===== src/rtl/cpu_pkg.sv =====
// cpu_pkg: definitions shared across the 8-bit core's pipeline stages.
//   - Default data, register-address and memory-address widths.
//   - Default memory-wait abort limit.
//   - wb_state_t: states of the memory-access/writeback stage.
//   - op_kind_t / decode_op: classification of a retired operation.
package cpu_pkg;

  localparam int CPU_DW      = 8;   // register file / memory data width
  localparam int CPU_RAW     = 3;   // register address width (8 registers)
  localparam int CPU_MAW     = 8;   // data memory address width
  localparam int CPU_TIMEOUT = 15;  // memory wait cycles before abort

  typedef enum logic {
    IDLE = 1'b0,
    MEM  = 1'b1
  } wb_state_t;

  typedef enum logic [1:0] {
    OP_ALU   = 2'd0,
    OP_LOAD  = 2'd1,
    OP_STORE = 2'd2
  } op_kind_t;

  // A load takes priority when execute flags both a load and a store.
  function automatic op_kind_t decode_op(input logic is_load, input logic is_store);
    op_kind_t kind;
    if (is_load) begin
      kind = OP_LOAD;
    end else if (is_store) begin
      kind = OP_STORE;
    end else begin
      kind = OP_ALU;
    end
    return kind;
  endfunction

endpackage


===== src/rtl/wb_timeout.sv =====
// wb_timeout: wait-cycle counter for an outstanding memory request.
//   clk       in   clock
//   reset     in   synchronous active-high reset
//   i_clr     in   force count to zero (takes precedence over i_en)
//   i_en      in   count one more wait cycle
//   o_expired out  count has reached TIMEOUT-1 (the last allowed wait cycle)
// The count saturates at TIMEOUT-1 so it can never wrap if the owner
// fails to clear it.
module wb_timeout #(
  parameter int TIMEOUT = 15
) (
  input  logic clk,
  input  logic reset,
  input  logic i_clr,
  input  logic i_en,
  output logic o_expired
);

  localparam int CW = (TIMEOUT < 1) ? 1 : $clog2(TIMEOUT + 1);
  localparam logic [CW-1:0] LIMIT = CW'(TIMEOUT - 1);

  logic [CW-1:0] r_count;
  logic          w_at_limit;

  assign w_at_limit = (r_count == LIMIT);
  assign o_expired  = w_at_limit;

  // Wait counter: cleared while no request is pending, saturating at the limit.
  always_ff @(posedge clk) begin
    if (reset) begin
      r_count <= {CW{1'b0}};
    end else if (i_clr) begin
      r_count <= {CW{1'b0}};
    end else if (i_en && !w_at_limit) begin
      r_count <= r_count + {{(CW-1){1'b0}}, 1'b1};
    end else begin
      r_count <= r_count;
    end
  end

endmodule


===== src/rtl/wb_unit.sv =====
// wb_unit: memory-access / writeback stage of the 8-bit core.
// Accepts one retired operation per ex_valid/ex_ready handshake. ALU results
// are written to the register file on the following cycle; loads and stores
// run a held req/ack transaction on the data memory port. The unit is the
// only driver of the register file write port, so at most one write happens
// per cycle.
//   clk, reset                         clock, synchronous active-high reset
//   ex_valid/ex_ready                  handshake with execute
//   ex_is_load, ex_is_store            operation kind (load wins if both)
//   ex_wr_en, ex_wr_addr, ex_result    ALU write, destination, result/address
//   ex_store_data                      data for stores
//   mem_req/mem_we/mem_addr/mem_wdata  memory request, held until ack/abort
//   mem_ack, mem_rdata                 memory completion and load data
//   rf_wr_en/rf_wr_addr/rf_dat_in      register file write port
//   ld_busy, ld_busy_addr              in-flight load destination for decode
//   err                                sticky memory timeout flag
// Every output except ex_ready is a register; ex_ready depends only on the
// state register and reset.
module wb_unit
  import cpu_pkg::*;
#(
  parameter int DW      = CPU_DW,
  parameter int RAW     = CPU_RAW,
  parameter int MAW     = CPU_MAW,
  parameter int TIMEOUT = CPU_TIMEOUT
) (
  input  logic           clk,
  input  logic           reset,
  input  logic           ex_valid,
  output logic           ex_ready,
  input  logic           ex_is_load,
  input  logic           ex_is_store,
  input  logic           ex_wr_en,
  input  logic [RAW-1:0] ex_wr_addr,
  input  logic [DW-1:0]  ex_result,
  input  logic [DW-1:0]  ex_store_data,
  output logic           mem_req,
  output logic           mem_we,
  output logic [MAW-1:0] mem_addr,
  output logic [DW-1:0]  mem_wdata,
  input  logic           mem_ack,
  input  logic [DW-1:0]  mem_rdata,
  output logic           rf_wr_en,
  output logic [RAW-1:0] rf_wr_addr,
  output logic [DW-1:0]  rf_dat_in,
  output logic           ld_busy,
  output logic [RAW-1:0] ld_busy_addr,
  output logic           err
);

  wb_state_t r_state;
  op_kind_t  w_kind;
  logic      w_accept;
  logic      w_in_mem;
  logic      w_expired;
  logic      w_exit;

  assign ex_ready = (r_state == IDLE) && !reset;
  assign w_accept = ex_valid && ex_ready;
  assign w_kind   = decode_op(ex_is_load, ex_is_store);
  assign w_in_mem = (r_state == MEM);
  // Leaving MEM this cycle, either by ack or by abort.
  assign w_exit   = w_in_mem && (mem_ack || w_expired);

  // Counter is zero on the first MEM cycle and counts completed wait cycles.
  wb_timeout #(
    .TIMEOUT (TIMEOUT)
  ) u_timeout (
    .clk       (clk),
    .reset     (reset),
    .i_clr     (!w_in_mem || w_exit),
    .i_en      (w_in_mem),
    .o_expired (w_expired)
  );

  // Stage FSM with all registered outputs.
  always_ff @(posedge clk) begin
    if (reset) begin
      r_state      <= IDLE;
      mem_req      <= 1'b0;
      mem_we       <= 1'b0;
      mem_addr     <= {MAW{1'b0}};
      mem_wdata    <= {DW{1'b0}};
      rf_wr_en     <= 1'b0;
      rf_wr_addr   <= {RAW{1'b0}};
      rf_dat_in    <= {DW{1'b0}};
      ld_busy      <= 1'b0;
      ld_busy_addr <= {RAW{1'b0}};
      err          <= 1'b0;
    end else begin
      // Write enable is a single-cycle pulse; address/data hold otherwise.
      rf_wr_en <= 1'b0;
      case (r_state)
        IDLE: begin
          if (w_accept) begin
            case (w_kind)
              OP_LOAD, OP_STORE: begin
                r_state   <= MEM;
                mem_req   <= 1'b1;
                mem_we    <= (w_kind == OP_STORE);
                mem_addr  <= MAW'(ex_result);
                mem_wdata <= ex_store_data;
                ld_busy   <= (w_kind == OP_LOAD);
                if (w_kind == OP_LOAD) begin
                  ld_busy_addr <= ex_wr_addr;
                end else begin
                  ld_busy_addr <= ld_busy_addr;
                end
              end
              OP_ALU: begin
                rf_wr_en <= ex_wr_en;
                if (ex_wr_en) begin
                  rf_wr_addr <= ex_wr_addr;
                  rf_dat_in  <= ex_result;
                end else begin
                  rf_wr_addr <= rf_wr_addr;
                  rf_dat_in  <= rf_dat_in;
                end
              end
              default: begin
                r_state <= IDLE;
              end
            endcase
          end else begin
            // mem_ack arriving while idle is deliberately ignored.
            r_state <= IDLE;
          end
        end
        MEM: begin
          if (mem_ack) begin
            // Ack beats a timeout expiring in the same cycle.
            r_state <= IDLE;
            mem_req <= 1'b0;
            ld_busy <= 1'b0;
            if (!mem_we) begin
              rf_wr_en   <= 1'b1;
              rf_wr_addr <= ld_busy_addr;
              rf_dat_in  <= mem_rdata;
            end else begin
              rf_wr_en <= 1'b0;
            end
          end else if (w_expired) begin
            r_state <= IDLE;
            mem_req <= 1'b0;
            ld_busy <= 1'b0;
            err     <= 1'b1;
          end else begin
            r_state <= MEM;
          end
        end
        default: begin
          r_state <= IDLE;
          mem_req <= 1'b0;
          ld_busy <= 1'b0;
        end
      endcase
    end
  end

endmodule


===== config.mk =====
export PLATFORM = sky130hd
export DESIGN_NAME = wb_unit
export DESIGN_NICKNAME = d
export VERILOG_FILES = /design/src/rtl/cpu_pkg.sv /design/src/rtl/wb_timeout.sv /design/src/rtl/wb_unit.sv
export SDC_FILE = /design/constraint.sdc
export NUM_CORES = 1
export LEC_CHECK = 0
export CAP_MARGIN = 10
export CELL_PAD_IN_SITES_DETAIL_PLACEMENT = 1
export CELL_PAD_IN_SITES_GLOBAL_PLACEMENT = 2
export CORE_UTILIZATION = 25
export CTS_CLUSTER_DIAMETER = 120
export DETAILED_ROUTE_END_ITERATION = 10
export PLACE_DENSITY_LB_ADDON = 0.1
export SYNTH_ARGS = -nofsm -noshare
export SYNTH_HDL_FRONTEND = slang
export SYNTH_HIERARCHICAL = 1
export SYNTH_SLANG_ARGS = --single-unit

===== constraint.sdc =====
create_clock -name clk -period 2.3 [get_ports clk]
set_input_delay 0.575 -clock clk [delete_from_list [all_inputs] [get_ports clk]]
set_output_delay 0.575 -clock clk [all_outputs]
set_load 0.05 [all_outputs]

==> results.py, run 1 <==
metrics = {
    "clocking": {
        "clockBufferDepth": 2,
        "cts_resized": 0,
        "clock_sinks": 40,
        "cts_buffers": 5,
        "root_buffer": "clkbuf_8",
        "hold_buffers": 0,
        "clk_pin_slew_ns": 0.09,
        "clkLatencyLatePin_ns": 0.29,
        "cts_setup_buffers": 0,
        "cts_tree": "built",
        "h-tree-depth": 2,
    },
    "synthesis": {
        "synth_area_leader_cell": "dfxtp_1",
        "synth_area_per_cell_um2": 9.277,
        "seq_area_frac_synth": 0.4360,
        "yosys_warnings": 6,
        "synth_cell_type_count": 35,
        "netlist_top_cells_count": "dfxtp_1 (40), nor2_1 (21), a21oi_1 (20)",
        "synth_edf_count": 0,
        "synth_nets": 234,
        "synth_most_common_cell": "dfxtp_1",
        "netlist_area_mm2": 0.001837,
        "synth_top_area_frac": 0.4360,
        "async_reset_ff_frac": 0,
        "ys_ff_latch": 40,
        "synthCells": 198,
        "synthTopCellsByArea": "dfxtp_1 (44%), mux2i_1 (7.6%), mux2_4 (7.4%), a21oi_1 (5.4%), nand3_1 (4.9%)",
        "synth_ff_type": "dfxtp_1",
    },
    "detailed_routing": {
        "drc": 0,
        "drt_iter0_drc": 44,
        "via_count": 1664,
        "wl_per_cell_um": 15.02,
        "via_per_inst": 4.584,
        "ant_nets": 0,
        "drtPass1Iterations": 4,
        "wl_um": 5451,
    },
    "grt": {
        "antenna_found_initial": 0,
        "grt_pass1_vias": 1716,
        "grt-busiest-layer": "met2",
        "gr-usage-met2": 0.2424,
        "use_met1": 0.2047,
        "grt_max_degree": 24,
        "grt.overflow.total": 0,
        "grt_pass1_wl_um": 9025,
        "grt.met3_usage": 0.03487,
        "grt_use_total": 0.1521,
    },
    "sta": {
        "setup_ws_ns": 0.2533,
        "fin_tns_setup_ns": 0,
        "setup_viol": 0,
        "relSlewSlack": 0.6381,
        "period_minus_slack_ns": 2.047,
        "finalHoldViolations": 0,
        "post-route-period-util": 0.8899,
        "fmax_ghz": 0.4886,
        "rsz0062_at_grt": "no",
        "clock_skew_ns": 0.01010,
        "slew_violations": 0,
        "tightest_slew_ns": 0.5412,
    },
    "die": {
        "top_level_ports": 70,
        "dieArea_mm2": 0.007694,
        "die_w_um": 87.72,
        "initial_core_util": 0.2645,
        "rows": 30,
        "die_h_um": 87.72,
        "core-area_mm2": 0.006944,
    },
    "critical_path": {
        "start_kind": "register",
        "crit_family": "buffers and inverters",
        "cp_data_required_time_ns": 1.73,
        "cp-end-kind": "output port",
        "critPathBufInv": 1,
        "critPathMaxStageDelay_ns": 0.82,
        "cp_max_fo": 3,
        "worstPathArrival_ns": 1.47,
        "critPathKind": "register to output port",
        "cp_cell_sequence": "clkdlybuf4s50_1",
        "slowest_stage": "clkdlybuf4s50_1",
    },
    "min_path": {
        "hold_class": "register to register",
    },
    "pwr": {
        "p_total_w": 0.001747,
        "powerDensity_mw_per_mm2": 631.5,
        "p_leak_nw": 1.017,
        "ir_drop_uv": 259.2,
    },
    "final_layout": {
        "final_layout_size_suffix_gt1_frac": 0.1386,
        "antenna_cells": 0,
        "final_nets": 303,
        "area_growth_pct": 50.61,
    },
    "placement": {
        "io_buffers": 69,
        "dp_worst_setup_slack_ns": 0.1140,
        "hpwl_um": 3948,
        "place.gp.congestion": 0.6684,
    },
    "run": {
        "maxCapViolCount": 0,
    },
    "run_status": {
        "outcome": "complete, no violations",
    },
}
==> cells in the final DEF (no fill, tap or decap), types with 2 or more instances in the layout <==
cell type        instances
a21oi_1                 20
clkbuf_8                 5
mux2_4                   9
mux2_2                   2
o21ai_0                 18
o41ai_1                  2
dfxtp_1                 40
nand2_1                  3
ha_1                     2
bufinv_16                2
a211oi_1                 2
nor2_2                   2
clkdlybuf4s50_1         67
inv_1                    4
mux2i_1                 14
nor2b_1                 12
nor2_1                  20
buf_4                    7
nand3_1                 18
==> metrics by stage <==
| step | utilization | area, um^2 | std cells | hold slack, ns |
|---|---|---|---|---|
| 2_1_floorplan | - | 1839 | 198 | 0.4617 |
| 3_3_place_gp | 0.3798 | 2638 | 356 | 0.4517 |
| 3_5_place_dp | 0.3798 | 2638 | 356 | 0.4651 |
| 4_1_cts | 0.3984 | 2766 | 363 | 0.4821 |
| 5_1_grt | 0.3984 | 2766 | 363 | 0.5027 |
| 6_report | 0.3984 | 2766 | 363 | 0.4737 |
==> flip-flops by register name (all words and copies together), names as in the netlist <==
signal and cells:
mem_addr 8, mem_wdata 8, rf_dat_in 8, u_timeout/r_count 4
ld_busy_addr 3, rf_wr_addr 3, err 1, ld_busy 1
mem_req 1, mem_we 1, r_state 1, rf_wr_en 1
==> routing by layer <==
metal / vias up / wire [um]
li1: 832 / -
met1: 780 / 2641
met2: 47 / 2445
met3: 5 / 318
met4: 0 / 45
met5: - / 0
==> power by group <==
part	internal (W)	switching, W	leakage [nW]
clock	0.000427	0.000248	0.0642
combinational	0.000144	0.000194	0.627
sequential	0.000718	0.0000148	0.325
total	0.00129	0.000457	1.02
==> logic make-up after synthesis <==
family          count (synthesis)  share of synthesized area
buf+inv                        19                    0.04836
flops                          40                     0.4360
compound gates                 47                     0.1444
mux                            25                     0.1621
simple gates                   65                     0.1955
fa+ha+maj                       2                    0.01362
==> path summary, 6_finish.rpt <==
check        slack (ns)                   end  depth (start not counted)            startpoint
min                0.47                   err                          2                   err
min reg2reg        0.47                   err                          2                   err
max                0.25       ld_busy_addr[2]                          1       ld_busy_addr[2]
max reg2reg        0.56  u_timeout/r_count[3]                          8  u_timeout/r_count[0]
==> worst min-delay path: cells and delay by family (launching register included) <==
| kind | cells | cell delay [ns] |
|---|---|---|
| and+or+nand+nor | 1 | 0.07 |
| AOI/OAI and AO/OA | 1 | 0.04 |
| DFF | 1 | 0.33 |
==> area by class of cell <==
type / count / area, um^2
multi-input cells: 139 / 949.7
clock buffers: 5 / 68.82
repair buffers: 76 / 748.2
clock inverters: 2 / 60.06
flip-flops and latches: 40 / 800.8
inverters: 5 / 18.77
well taps: 96 / 120.1
fillers: 800 / 4178
No activity file was read; power rests on OpenSTA's default activity.
==> run 2, diff against run 1 <==
Settings changed: ABC_AREA set to 0.
==> results of run 2 <==
The final DEF is identical to that of run 1; final timing and power are the same.
==> run 3, diff against run 2 <==
Settings changed: REMOVE_ABC_BUFFERS set to 1, SLEW_MARGIN set to 20.
==> results.py, run 3 (same netlist as run 1, synthesis figures left out) <==
metrics = {
    "detailed_routing": {
        "ant_nets": 0,
        "via_per_inst": 4.549,
        "wl_um": 5139,
        "drt_iter0_drc": 53,
        "drtPass1Iterations": 4,
        "drc": 0,
        "via_count": 1656,
        "wl_per_cell_um": 14.12,
    },
    "clocking": {
        "clock_sinks": 40,
        "cts_buffers": 5,
        "cts_tree": "built",
        "clk_pin_slew_ns": 0.08,
        "clkLatencyLatePin_ns": 0.29,
        "clockBufferDepth": 2,
        "h-tree-depth": 2,
        "hold_buffers": 0,
        "cts_resized": 0,
        "root_buffer": "clkbuf_8",
        "cts_setup_buffers": 0,
    },
    "final_layout": {
        "final_common_cell": "clkdlybuf4s50_1",
        "area_growth_pct": 47.68,
        "final_cell_mix": "clkdlybuf4s50_1 (67), dfxtp_1 (40), nor2_1 (21)",
        "final_cell_area_mm2": 0.002713,
        "final_nets": 303,
        "final_layout_size_suffix_gt1_frac": 0.1306,
        "reg_top3": "mem_addr x8, mem_wdata x8, rf_dat_in x8",
        "antenna_cells": 0,
    },
    "grt": {
        "antenna_found_initial": 0,
        "grt_max_degree": 50,
        "grt_use_total": 0.1441,
        "grt_pass1_vias": 1711,
        "grt.overflow.total": 0,
        "grt_pass1_wl_um": 8438,
    },
    "critical_path": {
        "cp_max_fo": 3,
        "crit_end": "mem_we",
        "critical_path_depth": 1,
        "start_kind": "register",
        "cp_data_required_time_ns": 1.73,
        "critPathBufInv": 1,
        "critPathLaunch": "mem_we",
        "reg2reg_from": "u_timeout/r_count[0]",
        "slowest_stage": "clkdlybuf4s50_1",
        "worstPathArrival_ns": 1.48,
        "cp_cell_sequence": "clkdlybuf4s50_1",
        "r2r_end": "u_timeout/r_count[3]",
        "r2r_slack_ns": 0.52,
        "critPathMaxStageDelay_ns": 0.83,
        "cp-end-kind": "output port",
        "crit_family": "buffers and inverters",
        "reg2regPathDepth": 8,
        "critPathKind": "register to output port",
    },
    "sta": {
        "fmax_ghz": 0.4856,
        "period_minus_slack_ns": 2.059,
        "finalHoldViolations": 0,
        "slew_violations": 0,
        "relSlewSlack": 0.6426,
        "post-route-period-util": 0.8953,
        "setup_viol": 0,
        "clock_skew_ns": 0.003393,
        "tightest_slew_ns": 0.5345,
        "rsz0062_at_grt": "no",
    },
    "min_path": {
        "hold_class": "register to register",
    },
    "pwr": {
        "powerDensity_mw_per_mm2": 573.3,
        "ir_drop_uv": 219.5,
        "p_leak_nw": 0.9914,
        "p_total_w": 0.001555,
    },
    "die": {
        "die_h_um": 87.72,
        "dieArea_mm2": 0.007694,
        "top_level_ports": 70,
        "die_w_um": 87.72,
        "core-area_mm2": 0.006944,
        "rows": 30,
        "initial_core_util": 0.2645,
    },
    "run_status": {
        "outcome": "complete, no violations",
    },
    "run": {
        "maxCapViolCount": 0,
    },
    "placement": {
        "postPlaceCellArea_mm2": 0.002623,
        "hpwl_um": 3602,
        "place.gp.congestion": 0.7025,
        "io_buffers": 69,
    },
}
## run 3: cell types whose count changed in the layout (fill, tap and decap cells not counted), sizes merged
cell,before,now
clkbuf,5,8
bufinv,2,0
## run 3: worst min-delay path, cell delays in order, from the launching register on
cell and delay [ns]:
dfxtp_1 0.31, o21ai_0 0.06, a21oi_1 0.06
## run 3: worst min-delay path by stage
stage                     cells past startpoint              endpoint  slack [ns]            startpoint
after floorplan                               1  u_timeout/r_count[3]        0.46  u_timeout/r_count[3]
after global placement                        2                   err        0.45                   err
after detailed placement                      2               mem_req        0.47               mem_req
after CTS                                     2               mem_req        0.48               mem_req
after global routing                          2          mem_wdata[6]        0.51          mem_wdata[6]
final                                         2           mem_addr[0]        0.48           mem_addr[0]
## run 3: per-stage QoR
step	TNS [ns]	hold slack, ns	setup slack [ns]	util	cells
global route	0	0.5142	0.2015	0.3906	364
CTS	0	0.4850	0.2193	0.3906	364
finish	0	0.4771	0.2409	0.3906	364
global placement	0	0.4524	0.1447	0.3777	356
detailed placement	0	0.4724	0.1071	0.3777	356
floorplan	-0.01348	0.4617	-0.006741	-	184
## run 3: layout make-up
type	count	area [um^2]
Fill cell	791	4232
Multi-Input combinational cell	139	947.2
Sequential cell	40	800.8
Timing Repair Buffer	76	735.7
Tap cell	96	120.1
Clock buffer	8	90.09
Inverter	5	18.77
## run 3: routing by layer
| layer | GRT usage | up-vias | wire (um) |
|---|---|---|---|
| met2 | 0.2333 | 46 | 2330 |
| met1 | 0.1821 | 777 | 2470 |
| met4 | 0.04918 | 0 | 53 |
| met3 | 0.04336 | 4 | 285 |
| met5 | 0 | - | 0 |
| li1 | - | 829 | - |
## run 3: report_power, final
part / switching [W] / leakage [nW] / total (W) / internal [W]
clock network: 0.000247 / 0.0455 / 0.000492 / 0.000245
registers: 0.0000133 / 0.325 / 0.000731 / 0.000718
logic: 0.000190 / 0.621 / 0.000332 / 0.000142
